<file path="src/rtl/mips_exc_pkg.sv">
// Shared CP0 exception definitions: FSM state encoding, ExcCode values, default handler vector.
package mips_exc_pkg;

  typedef enum logic [1:0] {
    IDLE    = 2'd0,
    REQ     = 2'd1,
    HANDLER = 2'd2,
    RETURN  = 2'd3
  } exc_state_t;

  localparam logic [4:0] EXC_CODE_INT  = 5'd0;
  localparam logic [4:0] EXC_CODE_ADEL = 5'd4;
  localparam logic [4:0] EXC_CODE_ADES = 5'd5;
  localparam logic [4:0] EXC_CODE_SYS  = 5'd8;
  localparam logic [4:0] EXC_CODE_BP   = 5'd9;
  localparam logic [4:0] EXC_CODE_RI   = 5'd10;
  localparam logic [4:0] EXC_CODE_OV   = 5'd12;

  localparam logic [4:0]  EXC_OV_CODE        = EXC_CODE_OV;
  localparam logic [31:0] EXC_VECTOR_DEFAULT = 32'h8000_0180;

endpackage

</file>
<file path="src/rtl/ovf_sat_counter.sv">
// Saturating event counter, instantiated by ovf_exc_ctrl only when OVF_EXC_COUNT_EN is defined.
// One cycle from inc to count; sticks at all-ones.
module ovf_sat_counter #(
  parameter int W = 16
) (
  input  logic         clk,
  input  logic         rst,
  input  logic         inc,
  output logic [W-1:0] count
);

  always_ff @(posedge clk or posedge rst) begin
    if (rst) begin
      count <= '0;
    end else if (inc && (count != {W{1'b1}})) begin
      count <= count + 1'b1;
    end
  end

endmodule

</file>
<file path="src/rtl/ovf_exc_ctrl.sv">
// Signed-overflow exception controller: kills writeback, captures EPC/cause, flushes, redirects, handles ERET.
// wb_kill and redirect are combinational; exc_req follows a trap by one cycle and holds until flush_ack. Optional OVF_EXC_COUNT_EN adds ovf_count.
module ovf_exc_ctrl #(
  parameter logic [31:0] EXC_VECTOR  = mips_exc_pkg::EXC_VECTOR_DEFAULT,
  parameter logic [4:0]  EXC_OV_CODE = mips_exc_pkg::EXC_OV_CODE
) (
  input  logic        clk,
  input  logic        rst,
  input  logic        ex_valid,
  input  logic        ex_trap_op,
  input  logic        ex_overflow,
  input  logic [31:0] ex_pc,
  input  logic        eret,
  input  logic        flush_ack,
  output logic        wb_kill,
  output logic        exc_req,
  output logic        redirect_valid,
  output logic [31:0] redirect_pc,
  output logic [31:0] epc,
  output logic [4:0]  cause_exccode,
  output logic        status_exl
`ifdef OVF_EXC_COUNT_EN
  ,
  output logic [15:0] ovf_count
`endif
);

  import mips_exc_pkg::*;

  exc_state_t state, state_nxt;
  logic       trap;
  logic       capture;
  logic       clr_exl;

  assign trap    = ex_valid & ex_trap_op & ex_overflow;
  assign wb_kill = trap;

  always_ff @(posedge clk or posedge rst) begin
    if (rst) begin
      state <= IDLE;
    end else begin
      state <= state_nxt;
    end
  end

  // Only a trap taken from IDLE is architecturally recorded; later ones are just killed.
  always_comb begin
    state_nxt      = state;
    capture        = 1'b0;
    clr_exl        = 1'b0;
    exc_req        = 1'b0;
    redirect_valid = 1'b0;
    redirect_pc    = '0;
    case (state)
      IDLE: begin
        if (trap) begin
          state_nxt = REQ;
          capture   = 1'b1;
        end
      end
      REQ: begin
        exc_req = 1'b1;
        if (flush_ack) begin
          redirect_valid = 1'b1;
          redirect_pc    = EXC_VECTOR;
          state_nxt      = HANDLER;
        end
      end
      HANDLER: begin
        if (eret) begin
          state_nxt = RETURN;
          clr_exl   = 1'b1;
        end
      end
      RETURN: begin
        redirect_valid = 1'b1;
        redirect_pc    = epc;
        state_nxt      = IDLE;
      end
      default: state_nxt = IDLE;
    endcase
  end

  // EXL drops as ERET is accepted so it already reads 0 during the return redirect.
  always_ff @(posedge clk or posedge rst) begin
    if (rst) begin
      epc           <= '0;
      cause_exccode <= '0;
      status_exl    <= 1'b0;
    end else if (capture) begin
      epc           <= ex_pc;
      cause_exccode <= EXC_OV_CODE;
      status_exl    <= 1'b1;
    end else if (clr_exl) begin
      status_exl    <= 1'b0;
    end
  end

`ifdef OVF_EXC_COUNT_EN
  ovf_sat_counter #(
    .W (16)
  ) u_ovf_cnt (
    .clk   (clk),
    .rst   (rst),
    .inc   (trap),
    .count (ovf_count)
  );
`endif

endmodule

</file>
<file path="config.mk">
export PLATFORM = sky130hd
export DESIGN_NAME = ovf_exc_ctrl
export DESIGN_NICKNAME = d
export VERILOG_FILES = /design/src/rtl/mips_exc_pkg.sv /design/src/rtl/ovf_sat_counter.sv /design/src/rtl/ovf_exc_ctrl.sv
export SDC_FILE = /design/constraint.sdc
export NUM_CORES = 1
export LEC_CHECK = 0
export BUFFER_PORTS_ARGS = -buffer_cell sky130_fd_sc_hd__buf_2
export CAP_MARGIN = 20
export CORE_ASPECT_RATIO = 1.4
export CORE_MARGIN = 10
export CORE_UTILIZATION = 43
export CTS_CLUSTER_DIAMETER = 60
export DETAILED_ROUTE_END_ITERATION = 10
export PLACE_DENSITY = 0.8
export SLEW_MARGIN = 0
export SYNTH_ARGS = -nofsm -noshare
export SYNTH_HDL_FRONTEND = slang
export SYNTH_SLANG_ARGS = --single-unit
</file>
<file path="constraint.sdc">
create_clock -name clk -period 1.9 [get_ports clk]
set_input_delay 0.38 -clock clk [delete_from_list [all_inputs] [get_ports clk]]
set_output_delay 0.38 -clock clk [all_outputs]
set_load 0.02 [all_outputs]
</file>
==> results of run 1 <==
==> power groups by stage <==
stage | registers, mW | clock network, mW | logic [mW]
floorplan | 1.83 | 0 | 1.24
global placement | 1.41 | 0 | 2.42
detailed placement | 1.43 | 0 | 2.46
CTS | 1.42 | 0.586 | 2.48
global route | 1.48 | 0.622 | 2.62
finish | 1.42 | 0.563 | 2.45
==> area by class of cell <==
class | count | area, um2
flip-flops and latches | 36 | 901
multi-input cells | 86 | 811
repair buffers | 111 | 583
clock buffers | 7 | 96.3
well taps | 43 | 53.8
fillers | 346 | 1520
inverters | 5 | 18.8
==> critical path, delay by kind of cell, from the launching register on <==
kind                     cells  cell delay [ns]
buffers and inverters        2             0.32
flip-flops                   1             0.41
AND/OR/NAND/NOR              1             0.16
adder cells (fa/ha/maj)      1             0.23
==> state kept, by name, summed over array words and instances, names as in the netlist <==
signal / cells
cause_exccode: 1
epc: 32
state: 2
status_exl: 1
==> Yosys cell counts (all sizes together) <==
cell type / instances / share of area (%)
nand3: 1 / 0.28
ha: 4 / 2.8
nand2: 11 / 2.7
o32a: 1 / 0.56
nand2b: 2 / 0.70
nor2b: 1 / 0.35
dfrtp: 36 / 50
a221oi: 1 / 0.49
buf: 7 / 3.5
and2: 29 / 10
clkbuf: 3 / 0.63
inv: 5 / 1.0
conb: 1 / 0.21
mux2: 33 / 27
==> cells by family after synthesis <==
group / count (synthesis) / share of synthesized area [%]
AOI/OAI and AO/OA: 2 / 1.04
adders and majority gates: 4 / 2.78
buffers and inverters: 15 / 5.22
DFF: 36 / 50.1
muxes: 33 / 26.5
other: 1 / 0.209
and+or+nand+nor: 44 / 14.1
==> timing repair <==
| item | in CTS | in global routing |
|---|---|---|
| buffers inserted | 0 | 0 |
| endpoints found under the hold margin | 0 | 0 |
| setup endpoints to repair | 0 | 33 |
| gates resized for setup | 0 | 2 |
| hold buffers | 0 | 0 |
==> worst max path at each step <==
stage / from / endpoint / slack [ns]
2_1_floorplan: state[1] / state[1] / 0.29
3_3_place_gp: state[0] / state[1] / 0.36
3_5_place_dp: state[1] / state[1] / 0.24
4_1_cts: state[0] / redirect_pc[24] / 0.06
5_1_grt: state[0] / redirect_pc[28] / 0.009
6_report: state[0] / redirect_pc[12] / 0.12
==> routing by layer <==
metal	routed length [um]	up-vias	share of wire [%]	track usage, %
li1	-	653	-	-
met1	1690	614	36	13.2
met2	2520	61	53	22.0
met3	437	4	9.3	4.49
met4	74	0	1.6	5.38
met5	0	-	0	0
==> flow_metrics.env, run 1 <==
export IMPL_place_congestion=0.768
export IMPL_syn_to_final_growth_pct=37.0
export IMPL_drt_iter0_markers=62
export IMPL_wl_per_cell_um=16.4
export IMPL_syn_avg_cell_area_um2=13.3
export IMPL_drive_gt1_share_pct=62.4
export IMPL_worst_slack_ns=0.115
export IMPL_skew_ns=0.00210
export IMPL_ir_worst_vdd_v=0.000781
export IMPL_fin_crit_ns=1.78
export IMPL_wirelength_mm=4.71
export IMPL_setup_violations=0
export IMPL_cts_max_level=2
export IMPL_diodes=0
export IMPL_power_mw=4.43
export IMPL_viasPerCell=4.63
export IMPL_hold_slack_ns=0.199
export IMPL_p_leak_nw=1.49
export IMPL_clkTransAtPathRegs_ns=0.06
export IMPL_slowest_delay_ns=0.41
export IMPL_yosysWarnings=0
export IMPL_layout_common_cells="buf_2 (108), dfrtp_1 (36), and2_1 (29), mux2_4 (28), nand2_1 (10)"
export IMPL_cp_required_ns=1.52
export IMPL_r2r_start="state[1]"
export IMPL_detailed_place_area_um2=2360
export IMPL_grt_start_max_net_pins=37
export IMPL_clock_sinks=36
export IMPL_cts_buffers=5
export IMPL_root_buffer="clkbuf_8"
export IMPL_final_area_um2=2460
export IMPL_cp_start_kind="flip-flop"
export IMPL_die_x_um=74.7
export IMPL_grt_pass1_wl_mm=7.04
export IMPL_hold_class="in -> async"
export IMPL_p_per_area_nw_per_um2=1800
export IMPL_num_vias=1332
export IMPL_ys_ff_latch=36
export IMPL_synth_seq_area_share_pct=50.1
export IMPL_reg2reg_slack_ns=0.24
export IMPL_die_area_um2=7200
export IMPL_clock_latency_ns=0.27
export IMPL_grt_use_total_pct=12.6
export IMPL_rsz0062_at_grt="false"
export IMPL_final_common_cell="buf_2"
export IMPL_grt_overflow=0
export IMPL_hpwl_mm=3.77
export IMPL_grt_antenna_before_repair=0
export IMPL_slew_violations=0
export IMPL_outcome="completed"
export IMPL_worst_r2r_endpoint="state[1]"
export IMPL_clock_power_share_pct=12.7
export IMPL_maxCapViolations=0
export IMPL_slowest_stage="dfrtp_1"
export IMPL_swShare_pct=42.5
export IMPL_clock_path_buffers=2
export IMPL_place_ws_ns=0.245
export IMPL_synth_distinct_cells=18
export IMPL_endpoint_kind="output pin"
export IMPL_fin_crit_sh_pct=93.9
export IMPL_p_switching_mw=1.88
export IMPL_crit_chain="ha_1 > buf_8 > and2_1 > buf_2"
export IMPL_arrival_ns=1.40
export IMPL_cts_tree="yes"
export IMPL_initial_core_util_pct=45.1
export IMPL_die_h_um=96.5
export IMPL_num_nets_final=288
export IMPL_critPathKind="reg -> out"
export IMPL_fmax_ghz=0.560
export IMPL_dr_pass1_iters=3
export IMPL_hold_viol=0
export IMPL_cp_max_fo=33
export IMPL_p_seq_share_pct=32.0
export IMPL_std_cell_rows=27
export IMPL_p_int_mw=2.55
export IMPL_place_inst=281
export IMPL_combPwrFrac_pct=55.3
export IMPL_final_util_pct=61.8
export IMPL_io_pins=112
export IMPL_antenna_left=0
export IMPL_drc=0
export IMPL_final_setup_tns_ns=0
export IMPL_coreArea_um2=3990
export IMPL_finalNonFillerCells=288
export IMPL_r2r_cells=5
export IMPL_syn_inst=135
export IMPL_port_buffers=108
export IMPL_grt_pass1_vias=1416
export IMPL_syn_area_um2=1800
No activity file was read; power rests on OpenSTA's default activity.
==> inputs of run 2 (changes only) <==
GPL_ROUTABILITY_DRIVEN = 0   (was unset)
PLACE_DENSITY = 0.91   (was 0.8)
==> flow_metrics.env, run 2 (synthesized netlist as in run 1, its figures left out) <==
export IMPL_outcome="completed"
export IMPL_grt_pass1_vias=1485
export IMPL_critPathKind="reg -> out"
export IMPL_die_h_um=96.5
export IMPL_hold_slack_ns=0.200
export IMPL_finalNonFillerCells=289
export IMPL_hold_viol=0
export IMPL_fin_crit_ns=1.79
export IMPL_clock_latency_ns=0.27
export IMPL_wl_per_cell_um=16.3
export IMPL_syn_to_final_growth_pct=37.0
export IMPL_dr_pass1_iters=4
export IMPL_setup_violations=0
export IMPL_hold_class="in -> async"
export IMPL_slew_violations=0
export IMPL_clock_path_buffers=2
export IMPL_cts_buffers=5
export IMPL_ir_worst_vdd_v=0.000874
export IMPL_skew_ns=0.00568
export IMPL_cp_required_ns=1.52
export IMPL_maxCapViolations=0
export IMPL_drc=0
export IMPL_viasPerCell=4.67
export IMPL_p_per_area_nw_per_um2=1790
export IMPL_std_cell_rows=27
export IMPL_rsz0062_at_grt="false"
export IMPL_reg_top3="epc x32, state x2"
export IMPL_port_buffers=108
export IMPL_drive_gt1_share_pct=62.2
export IMPL_cts_setup_buffers=0
export IMPL_final_util_pct=61.8
export IMPL_num_vias=1350
export IMPL_io_pins=112
export IMPL_die_area_um2=7200
export IMPL_num_nets_final=288
export IMPL_drt_iter0_markers=34
export IMPL_clock_sinks=36
export IMPL_grt_start_max_net_pins=37
export IMPL_hpwl_mm=3.83
export IMPL_die_x_um=74.7
export IMPL_initial_core_util_pct=45.1
export IMPL_cp_max_fo=33
export IMPL_grt_antenna_before_repair=0
export IMPL_grt_overflow=0
export IMPL_layout_common_cells="buf_2 (108), dfrtp_1 (36), and2_1 (29), mux2_4 (28), nand2_1 (10)"
export IMPL_fin_crit_sh_pct=94.0
export IMPL_largest_reg_flops=32
export IMPL_place_inst=281
export IMPL_root_buffer="clkbuf_8"
export IMPL_endpoint_kind="output pin"
export IMPL_antenna_left=0
export IMPL_diodes=0
export IMPL_cts_max_level=2
export IMPL_final_common_cell="buf_2"
export IMPL_grt_pass1_wl_mm=7.29
export IMPL_final_setup_tns_ns=0
export IMPL_arrival_ns=1.41
export IMPL_coreArea_um2=3990
export IMPL_fmax_ghz=0.560
export IMPL_cp_start_kind="flip-flop"
export IMPL_clkTransAtPathRegs_ns=0.07
export IMPL_grt_use_total_pct=13.0
export IMPL_wirelength_mm=4.70
export IMPL_regMostFlops="epc"
export IMPL_cts_tree="yes"
export IMPL_p_leak_nw=1.48
[run 2: per-stage QoR]
stage | setup slack, ns | area, um2 | power [mW]
floorplan | 0.295 | 1810 | 3.07
finish | 0.115 | 2460 | 4.40
global route | 0.0116 | 2460 | 4.72
global placement | -0.00871 | 2360 | 3.82
detailed placement | -0.0819 | 2360 | 3.89
CTS | 0.0733 | 2460 | 4.48
[run 2: repair_timing]
item,in CTS,in global routing
endpoints found under the setup margin,33,0
gates resized for setup,2,0
endpoints found under the hold margin,0,0
hold buffers,0,0
[run 2: layer usage]
metal / up-vias / part of all wire, % / wire length (um) / track usage (%)
met4: 0 / 1.0 / 47 / 3.48
li1: 654 / - / - / -
met3: 4 / 12 / 565 / 6.84
met2: 70 / 52 / 2460 / 22.6
met5: - / 0 / 0 / 0
met1: 622 / 35 / 1630 / 13.3
[run 2: power by group]
group          switching [mW]  total, mW  leakage (nW)  internal (mW)
registers               0.279       1.42         0.437           1.15
logic                    1.36       2.44          1.00           1.07
clock network           0.247      0.542        0.0455          0.296
[run 2: worst max-delay path, stage by stage (launching register included)]
cell     delay, ns
dfrtp_1       0.44
ha_4          0.34
and2_1        0.18
buf_2         0.17
[run 2: worst paths after layout]
kind / start / endpoint / slack, ns / cells after the start
worst max-delay path: state[0] / redirect_pc[29] / 0.11 / 3
worst min-delay path: rst / epc[26] / 0.20 / 3
worst max register to register: state[0] / state[1] / 0.21 / 4
worst min register to register: status_exl / status_exl / 0.47 / 2
max in group asynchronous: rst / epc[22] / 1.39 / 3
min in group clk: ex_pc[5] / epc[5] / 0.33 / 2
[run 2: cell type report]
| type | instances | area [um2] |
|---|---|---|
| clock buffer | 8 | 90.1 |
| inverter | 5 | 18.8 |
| sequential | 36 | 901 |
| multi-input combinational | 86 | 823 |
| timing repair buffer | 111 | 576 |
| tap | 43 | 53.8 |
| fill | 355 | 1520 |
==> inputs of run 3 (changes only) <==
CORE_UTILIZATION = 46   (was 43)
PLACE_DENSITY = 0.95   (was 0.91)
SLEW_MARGIN = 10   (was 0)
clock period = 2.3 ns   (was 1.9 ns; I/O delays follow)
==> flow_metrics.env, run 3 (synthesized netlist as in run 1, its figures left out) <==
export IMPL_hold_buffers=0
export IMPL_die_x_um=72.8
export IMPL_slew_headroom_pct=59.7
export IMPL_diodes=0
export IMPL_clock_latency_ns=0.27
export IMPL_skew_ns=0.00401
export IMPL_hold_class="in -> async"
export IMPL_largest_reg_flops=32
export IMPL_reg_top3="epc x32, state x2"
export IMPL_grt_use_total_pct=13.3
export IMPL_arrival_ns=1.57
export IMPL_root_buffer="clkbuf_8"
export IMPL_fin_crit_ns=2.03
export IMPL_dr_pass1_iters=2
export IMPL_drc=0
export IMPL_ir_worst_vdd_v=0.000872
export IMPL_drive_gt1_share_pct=61.9
export IMPL_critPathKind="reg -> out"
export IMPL_coreArea_um2=3710
export IMPL_worst_slack_ns=0.274
export IMPL_cts_max_level=2
export IMPL_cp_required_ns=1.84
export IMPL_cp_max_fo=33
export IMPL_grt_start_max_net_pins=37
export IMPL_grt_antenna_before_repair=1
export IMPL_hold_viol=0
export IMPL_worst_pin_slew_ns=0.604
export IMPL_setup_violations=0
export IMPL_clkTransAtPathRegs_ns=0.07
export IMPL_die_area_um2=6850
export IMPL_power_mw=3.62
export IMPL_cp_start_kind="flip-flop"
export IMPL_outcome="completed"
export IMPL_cts_tree="yes"
export IMPL_final_common_cell="buf_2"
export IMPL_cts_setup_buffers=0
export IMPL_fmax_ghz=0.494
export IMPL_wirelength_mm=4.83
export IMPL_drt_iter0_markers=67
export IMPL_viasPerCell=4.73
export IMPL_fin_crit_sh_pct=88.1
export IMPL_grt_pass1_wl_mm=7.33
export IMPL_antenna_left=0
export IMPL_clock_sinks=36
export IMPL_grt_overflow=0
export IMPL_rsz0062_at_grt="false"
export IMPL_endpoint_kind="output pin"
export IMPL_wl_per_cell_um=16.9
export IMPL_num_nets_final=286
export IMPL_clock_path_buffers=2
export IMPL_cts_buffers=5
export IMPL_port_buffers=108
export IMPL_io_pins=112
export IMPL_std_cell_rows=26
export IMPL_final_setup_tns_ns=0
export IMPL_initial_core_util_pct=48.5
export IMPL_grt_pass1_vias=1526
export IMPL_num_vias=1353
export IMPL_maxCapViolations=0
export IMPL_final_area_um2=2420
export IMPL_hpwl_mm=3.81
export IMPL_fillers=300
export IMPL_p_per_area_nw_per_um2=1500
export IMPL_detailed_place_area_um2=2330
export IMPL_cts_resized_gates=1
export IMPL_syn_to_final_growth_pct=34.8
export IMPL_die_h_um=94.0
export IMPL_regMostFlops="epc"
export IMPL_layout_common_cells="buf_2 (108), dfrtp_1 (36), and2_1 (29), mux2_4 (28), nand2_1 (10)"
export IMPL_place_ws_ns=0.282
export IMPL_slew_violations=0
export IMPL_p_leak_nw=1.47
-- run 3: changes by cell type in the layout (fill, tap and decap cells not counted) --
cell	delta
ha_2	+1
buf_12	-1
ha_4	-1
buf_4	-1
-- run 3: final timing paths --
path	from	endpoint	slack (ns)	depth (start not counted)
max	state[0]	redirect_pc[25]	0.27	3
min	rst	epc[9]	0.28	3
min reg2reg	status_exl	status_exl	0.47	2
max in group asynchronous	rst	epc[5]	1.70	3
min in group clk	ex_pc[19]	epc[19]	0.41	2
max reg2reg	state[0]	epc[29]	0.56	4
-- run 3: stage by stage --
step / hold slack (ns) / util, % / instances
6_report: 0.275 / 65.4 / 286
5_1_grt: 0.297 / 65.4 / 286
4_1_cts: 0.288 / 65.4 / 286
3_5_place_dp: 0.465 / 62.9 / 278
3_3_place_gp: 0.456 / 62.9 / 278
2_1_floorplan: 0.528 / - / 137
-- run 3: final cells by class --
class	count	area, um2	area share [%]
clock buffer	8	90.1	3.72
inverter	5	18.8	0.774
multi-input combinational	86	813	33.6
sequential	36	901	37.2
tap	42	52.6	2.17
timing repair buffer	109	548	22.6
-- run 3: power breakdown --
| part | total, mW | internal [mW] | switching, mW | leakage, nW |
|---|---|---|---|---|
| sequential | 1.18 | 0.946 | 0.232 | 0.437 |
| clock | 0.446 | 0.244 | 0.201 | 0.0455 |
| combinational | 2.00 | 0.872 | 1.13 | 0.984 |
-- run 3: routing by layer --
metal / GRT usage [%] / share of wire (%) / vias to the layer above
met5: 0 / 0 / -
met4: 2.86 / 0.35 / 0
met3: 9.42 / 14 / 2
met2: 22.8 / 52 / 63
met1: 12.4 / 34 / 641
li1: - / - / 647
-- run 3: worst max-delay path, stage by stage, from the launching register on --
cell and delay (ns):
dfrtp_1 0.40, ha_2 0.50, and2_1 0.20, buf_2 0.16
